`src/rtl/instruction_fetch_stage.sv`:
```
// rtl/instruction_fetch_stage.sv - program counter, instruction memory and IF/ID pipeline register
// Redirect beats stall; a stall freezes the PC, IF/ID and the fetch counter together.
module instruction_fetch_stage #(
   parameter int          IMEM_DEPTH = 128,
   parameter logic [31:0] RESET_PC   = 32'h0000_0000
) (
   input  logic        Clk,
   input  logic        Rst,
   input  logic        PCSrc,
   input  logic [31:0] BranchTarget,
   input  logic        Stall,
   input  logic        ImemWrEn,
   input  logic [31:0] ImemWrAddr,
   input  logic [31:0] ImemWrData,
   output logic [31:0] PC,
   output logic [31:0] IF_ID_Instruction,
   output logic [31:0] IF_ID_PCPlus4,
   output logic        IF_ID_Valid,
   output logic [31:0] FetchCount
);

   localparam int AW = $clog2(IMEM_DEPTH);

   logic [31:0]   mem [IMEM_DEPTH] = '{default: 32'h0};
   logic [AW-1:0] rd_idx;
   logic [AW-1:0] wr_idx;
   logic          rd_in_range;
   logic          wr_in_range;
   logic [31:0]   rd_word;
   logic [31:0]   pc_plus4;
   logic          unused_addr_bits;

   assign rd_idx      = PC[AW+1:2];
   assign wr_idx      = ImemWrAddr[AW+1:2];
   assign rd_in_range = (PC[31:AW+2] == '0);
   assign wr_in_range = (ImemWrAddr[31:AW+2] == '0);
   assign rd_word     = rd_in_range ? mem[rd_idx] : 32'h0;
   assign pc_plus4    = PC + 32'd4;

   // Byte-lane bits of word addresses carry no information.
   assign unused_addr_bits = ^{ImemWrAddr[1:0], BranchTarget[1:0]};

   // Fetch reads the pre-edge array, so a same-cycle write is seen only on the next fetch.
   always @(posedge Clk) begin
      if (ImemWrEn && wr_in_range) begin
         mem[wr_idx] <= ImemWrData;
      end
   end

   always_ff @(posedge Clk or posedge Rst) begin
      if (Rst) begin
         PC                <= RESET_PC;
         IF_ID_Instruction <= 32'h0;
         IF_ID_PCPlus4     <= 32'h0;
         IF_ID_Valid       <= 1'b0;
         FetchCount        <= 32'h0;
      end else if (PCSrc) begin
         PC                <= {BranchTarget[31:2], 2'b00};
         IF_ID_Instruction <= 32'h0;
         IF_ID_PCPlus4     <= 32'h0;
         IF_ID_Valid       <= 1'b0;
      end else if (!Stall) begin
         PC                <= pc_plus4;
         IF_ID_Instruction <= rd_word;
         IF_ID_PCPlus4     <= pc_plus4;
         IF_ID_Valid       <= 1'b1;
         FetchCount        <= FetchCount + 32'd1;
      end
   end

endmodule

```
`config.mk`:
```
export PLATFORM = sky130hd
export DESIGN_NAME = instruction_fetch_stage
export DESIGN_NICKNAME = d
export VERILOG_FILES = /design/src/rtl/instruction_fetch_stage.sv
export SDC_FILE = /design/constraint.sdc
export NUM_CORES = 2
export LEC_CHECK = 0
export CORE_AREA = 5 5 551 553
export DETAILED_ROUTE_END_ITERATION = 16
export DIE_AREA = 0 0 556 558
export PLACE_DENSITY = 0.72
export SLEW_MARGIN = 15
export SYNTH_ARGS = -nofsm -noshare
export SYNTH_HDL_FRONTEND = slang
export SYNTH_SLANG_ARGS = --single-unit
```
`constraint.sdc`:
```
create_clock -name Clk -period 4.3 [get_ports Clk]
set_clock_uncertainty 0.2 [all_clocks]
set_input_delay 0.645 -clock Clk [delete_from_list [all_inputs] [get_ports Clk]]
set_output_delay 0.645 -clock Clk [all_outputs]
set_load 0.01 [all_outputs]
```
After elaboration in Yosys (flattened, before gate mapping):

Memories as Yosys holds them, arrays and structs flattened.
Cells that the tools add are included.

* bits in registers: 129
* memory bits (writable): 4096
* input bits: 101
* output and inout bits: 129
* word-level logic and storage cells: 25
* memories: 1

* add/subtract/negate cells: 2
* eq/ne operators: 1
* muxes and demuxes: 10
* bitwise gates (word level): 2
* reductions and logical operators: 4

Memories
* mem: depth 128, width 32, read ports 1, clocked after memory_dff 0, write ports 1, RTL line 24 `logic [31:0] mem [IMEM_DEPTH] = '{default: 32'h0};`

Operators by type and width (number)
* 32-bit 2-to-1 mux: 6
* 23-bit logical NOT: 2
* 32-bit by 1-bit adder with 32-bit output (second input constant): 1
* 32-bit by 3-bit adder with 32-bit output (second input constant): 1
* 1-bit 2-to-1 mux: 4
* 2-bit != test (second input constant): 1
* 1-bit NOT: 2
* 2-bit AND reduction: 1
* 1-bit logical AND: 1

Logic depth before layout (Yosys ltp):

* word-level depth: 4
* mapped depth: 13
* mapped depth without buffers: 7

Worst setup path after synthesis:

OpenSTA, ideal clock, no wires.

* path type: input -> register
* from: in ImemWrAddr[28]
* to: mem mem[127][0], enable pin
* setup time: 0.421 ns
* arrival: 3.238 ns
* data required time: 3.679 ns
* slack: 0.441 ns
* stages on the path: 6
* buffers on the path: 1
* cells stage by stage: nor4b_1 nand4_1 nor3_1 nand3_1 clkbuf_1 nor2_1

* cells in the longest elaborated chain, start to end: 4

Ends and longest elaborated chain
* start: declaration: RTL line 13 `input logic [31:0] ImemWrAddr,`
* 23-bit logical NOT: RTL line 36 `assign wr_in_range = (ImemWrAddr[31:AW+2] == '0);`
* 1-bit logical AND: RTL line 45 `if (ImemWrEn && wr_in_range) begin`
* 1-bit 2-to-1 mux: RTL line 45
* 1-bit 2-to-1 mux (not written as such): RTL line 46 `mem[wr_idx] <= ImemWrData;`
* end: declaration: RTL line 24

No other way between the ends.

Final worst setup path:

* from: reg PC[3]
* to: reg IF_ID_Instruction[12]

* cells in the longest elaborated chain, start to end: 4

Ends and longest elaborated chain
* start: declaration: RTL line 15 `output logic [31:0] PC,`
* start signal: assignment: RTL line 58 `PC <= {BranchTarget[31:2], 2'b00};`
* start signal: assignment: RTL line 63 `PC <= pc_plus4;`
* memory 128 x 32 bit
* 32-bit 2-to-1 mux: RTL line 37 `assign rd_word = rd_in_range ? mem[rd_idx] : 32'h0;`
* 32-bit 2-to-1 mux: RTL line 62 `end else if (!Stall) begin`
* 32-bit 2-to-1 mux: RTL line 57 `end else if (PCSrc) begin`
* end signal: assignment: RTL line 64 `IF_ID_Instruction <= rd_word;`
* end: declaration: RTL line 16 `output logic [31:0] IF_ID_Instruction,`

No other way between the ends. The select of a mux whose other input is x is not followed.
A chain may end at the register's enable or synchronous reset.

==> out/results.md <==
| Group | Metric | Value |
|---|---|---|
| final layout | Area growth from synthesis to layout | 16.37% |
| worst setup path | Crit path max-delay cell type | sky130_fd_sc_hd__dfrtp_4 |
| logic synthesis | Async SR Flop Fraction | 2.984% |
| worst setup path | Worst EP required | 4920 ps |
| timing | Count of pins over their slew limit | 0 |
| power | Cell area power density | 474.8 nW/um2 |
| worst setup path | Category of the most critical setup path | flip-flop to flip-flop |
| clocking | Max Root-Sink Buffers | 4 |
| timing | Actual slew at the worst max-slew pin | 1296 ps |
| placement | Placed wire-length estimate after detailed placement | 276.8 mm |
| worst setup path | Max incr delay on CP | 1060 ps |
| global route | Initial antenna violation count | 39 |
| final layout | Finished Core Util | 63.56% |
| routing | Average routed wire per standard cell | 35.99 um |
| timing | Period Utilization, post-route | 101.0% |
| power | Clock group share of total power | 39.6% |
| hold path | Worst hold path class | input port to asynchronous set/reset pin |
| timing | Remaining max-slew budget at the tightest pin | 13.63% |
| routing | Number of nets still failing antenna checks after routing | 0 |
| routing | Total iterations of the first detailed-routing run | 8 |
| placement | Port Buf Inserts | 223 |
| clocking | Root buf cell | sky130_fd_sc_hd__clkbuf_16 |
| logic synthesis | Synthesis Warnings | 0 |
| logic synthesis | Synth Instances | 7754 |
| worst setup path | Largest fanout on the critical path | 73 |
| worst setup path | R2r worst-path depth | 9 |
| logic synthesis | Post-Syn Area per Cell | 21.01 um2 |
| power | Sequential group share of total power | 50.4% |
| floorplanning | Number of ports placed on the die boundary | 230 |
| worst setup path | Worst-path cell chain | buf_12 > mux4_2 > a22o_1 > a211oi_1 > buf_4 > a21oi_1 > a2111oi_0 > buf_4 > a311oi_1 |
| final layout | Layout net count | 8654 |
| clocking | Maximum level of the CTS H-tree | 5 |
| power | Power dissipated by switching net loads | 21.18 mW |
| clocking | TritonCTS clock tree | done |
| power | Total Power Consumption | 90.01 mW |
| power | Internal Power | 68.83 mW |
| global route | Largest net degree at the start of global routing | 129 |
| final layout | Area used by sequential logic in the layout | 126200 um2 |
| clocking | Clock latency of the later-clocked register in the worst-skew pair | 970 ps |
| routing | Number of violations reported at the end of detailed-routing iteration 0 | 14030 |
| floorplanning | Site row count | 201 |
| outcome | Outcome | complete, but fails checks |
| global route | Overall overflow remaining after global route | 0 |
| global route | Total Routing Usage GR | 29.71% |
| timing | Fin crit period | 4344 ps |
| routing | Via density per instance | 6.715 |
| power | Proportion of power drawn by combinational gates | 9.9% |
| clocking | Num CTS Buffers | 411 |
| timing | Setup repair after global routing missed its margin | no |
| placement | Routability Congestion | 0.9132 |
| power | Switching power as a share of total power | 23.53% |
| routing | Vias after detailed routing | 86370 |
| worst setup path | Buffers & Inverters on Critical Path | 3 |
| run | # Max-Cap Violations | 0 |
| placement | Total cell area at the placement stage | 176100 um2 |
| final layout | Layout cell share with drive strength beyond 1 | 25.12% |
| clocking | CTS Sinks | 4222 |
| timing | Slack of the critical path | -44.26 ps |
| timing | Number of setup violations in the final report | 1 |
| worst setup path | Cell type with the highest occurrence count on the critical path | sky130_fd_sc_hd__buf_4 |
| floorplanning | Die area | 310200 um2 |
| final layout | Area of combinational cells with multiple inputs | 35580 um2 |
| logic synthesis | Mapped cell area | 162900 um2 |
| final layout | Final Instance Area | 189600 um2 |
| placement | Cells after DPL | 12090 |
| clocking | Post-CTS setup-driven buffer insertion count | 0 |
| final layout | Final instance count without filler cells | 12860 |
| routing | Total wirelength of the detailed-routed design | 462.9 mm |
| logic synthesis | Number of unique standard cell types used by synthesis | 59 |
| clocking | Clock input transition at the sequential cells of the worst setup and hold paths | 60 ps |
| floorplanning | Die X | 556 um |
| worst setup path | Logic depth of the worst setup path including buffers | 9 |
| timing | Endpoints failing hold | 0 |
| worst setup path | CP top delay family | compound AO/OA/AOI/OAI gates |
| floorplanning | Die Y | 558 um |
| routing | DRC violation count after routing | 0 |
| power | Leak pwr | 60.45 nW |
| worst setup path | Kind of launch point of the worst setup path | flip-flop |
| timing | Sum of negative setup slack | -44.26 ps |
| worst setup path | Worst Path Arrival | 4970 ps |
| floorplanning | Starting density of the core | 54.62% |
| floorplanning | Std-Cell Core Area | 298300 um2 |
| worst setup path | Setup crit end kind | flip-flop |
| final layout | Count of fill cells added during filler insertion | 19350 |
| logic synthesis | Ys flop type | sky130_fd_sc_hd__edfxtp_1 |
| logic synthesis | Post-synthesis register bit count | 4222 |
| timing | Maximum frequency from static timing analysis | 230.2 MHz |
| global route | Number of global-route vias before repair | 85760 |
| power | Worst VDD drop | 0.3834 mV |
| outcome | Violations in the final reports | setup timing |
| logic synthesis | Share of the yosys chip area belonging to registers | 77.43% |
| logic synthesis | Post-synth EDFFs | 4096 |
| global route | Wire length of the first global-routing pass | 649.7 mm |
-- metrics by stage --
step / hold slack [ps] / setup WS [ps]
detailed placement: 283.9 / -118.5
CTS: 0.1050 / 69.12
finish: 48.95 / -44.26
global route: 48.10 / 28.79
floorplan: 307.5 / 99.06
global placement: 266.0 / -96.61
-- cell usage after synthesis, drive strengths merged, types with 55 or more instances --
cell type / n / area (um2)
nor2: 222 / 833.3
mux2i: 622 / 6226
a22oi: 171 / 1284
o22ai: 101 / 631.9
o21ai: 55 / 275.3
buf: 276 / 1599
mux4: 825 / 18580
nand2: 237 / 889.6
clkbuf: 176 / 664.4
nand3: 97 / 490.5
edfxtp: 4096 / 123000
a21oi: 207 / 1036
dfrtp: 126 / 3153
o221ai: 61 / 534.3
-- worst paths after layout --
path                            slack, ps                                 to                        from
worst max-delay path                  -40  IF_ID_Instruction[12]$_DFFE_PP0N_           PC[3]$_DFFE_PP0N_
worst min-delay path                   50         FetchCount[26]$_DFFE_PP0P_                         Rst
worst max register to register        -40  IF_ID_Instruction[12]$_DFFE_PP0N_           PC[3]$_DFFE_PP0N_
worst min register to register        290         FetchCount[26]$_DFFE_PP0P_  FetchCount[26]$_DFFE_PP0P_
max in group asynchronous            2830                  PC[8]$_DFFE_PP0N_                         Rst
min in group Clk                       50               mem[10][4]$_DFFE_PP_               ImemWrData[4]
-- power groups by stage --
stage / registers (mW) / clock network (mW) / logic [mW]
CTS: 45.4 / 35.9 / 8.83
floorplan: 46.2 / 0 / 4.78
global placement: 46.3 / 0 / 8.61
detailed placement: 46.3 / 0 / 8.75
global route: 45.4 / 37.7 / 9.26
finish: 45.4 / 35.7 / 8.95
-- timing repair --
action | in CTS | in global routing
setup endpoints to repair | 1 | 0
resized for setup | 1 | 0
hold buffers | 8 | 0
endpoints found under the hold margin | 120 | 0
-- final cells by class --
| cell class | count | area share (%) |
|---|---|---|
| diodes | 11 | 0.01452 |
| clock buffers | 508 | 5.690 |
| clock inverters | 247 | 1.383 |
| inverters | 8 | 0.01914 |
| multi-input cells | 3073 | 18.77 |
| flip-flops and latches | 4222 | 66.55 |
| well taps | 3958 | 2.612 |
| repair buffers | 835 | 4.962 |
-- layer usage --
layer	routed length (um)	vias to the layer above	GRT usage, %
met5	97	-	0
met4	27430	16	14.75
met1	160800	44980	40.79
met2	213100	6317	45.34
met3	61440	1055	7.074
li1	-	33990	-
-- flip-flops by register name, summed over array words and instances (netlist names) --
register / flops
mem: 4096
FetchCount: 32
IF_ID_Instruction: 32
IF_ID_Valid: 1
PC: 30
IF_ID_PCPlus4: 31
-- worst register-to-register path, delay by kind of cell, from the launching register on --
kind / cells / cell delay [ps]
flops: 1 / 1060
compound gates: 5 / 1550
buf+inv: 3 / 960
mux: 1 / 480
-- cells by family after synthesis --
kind of cell | count (synthesis) | share of synthesized area (%)
buffers and inverters | 460 | 1.408
AOI/OAI and AO/OA | 762 | 3.196
and+or+nand+nor | 757 | 2.138
xor gates and xnor gates | 84 | 0.4516
DFF | 4222 | 77.43
muxes | 1466 | 15.36
adders and majority gates | 2 | 0.01536
other | 1 | 0.002302
-- cell usage in the layout (no fill, tap or decap), drive strengths merged, types with 7 or more instances in the layout --
| cell | synthesis | routed |
|---|---|---|
| nand4 | 38 | 38 |
| o32ai | 7 | 7 |
| a22oi | 171 | 171 |
| o21ai | 55 | 55 |
| nand3 | 97 | 97 |
| buf | 276 | 638 |
| clkbuf | 176 | 508 |
| nand4b | 8 | 8 |
| o221ai | 61 | 61 |
| mux2 | 19 | 19 |
| o31a | 20 | 20 |
| o22ai | 101 | 101 |
| nand2 | 237 | 237 |
| clkinvlp | 0 | 14 |
| nor4 | 17 | 17 |
| and2 | 10 | 10 |
| nor3 | 49 | 49 |
| nor2b | 30 | 30 |
| a311oi | 17 | 17 |
| edfxtp | 4096 | 4096 |
| nor2 | 222 | 222 |
| a21oi | 207 | 207 |
| a211oi | 45 | 45 |
| diode | 0 | 11 |
| and3 | 13 | 13 |
| dfrtp | 126 | 126 |
| dlygate4sd3 | 0 | 8 |
| or3b | 7 | 7 |
| a2111oi | 40 | 40 |
| clkinv | 0 | 187 |
| mux4 | 825 | 825 |
| a22o | 15 | 15 |
| xnor2 | 51 | 51 |
| bufinv | 0 | 36 |
| mux2i | 622 | 622 |
| xor2 | 33 | 33 |
| inv | 8 | 18 |
| clkdlybuf4s50 | 0 | 189 |
No activity file was read; power rests on OpenSTA's default activity.
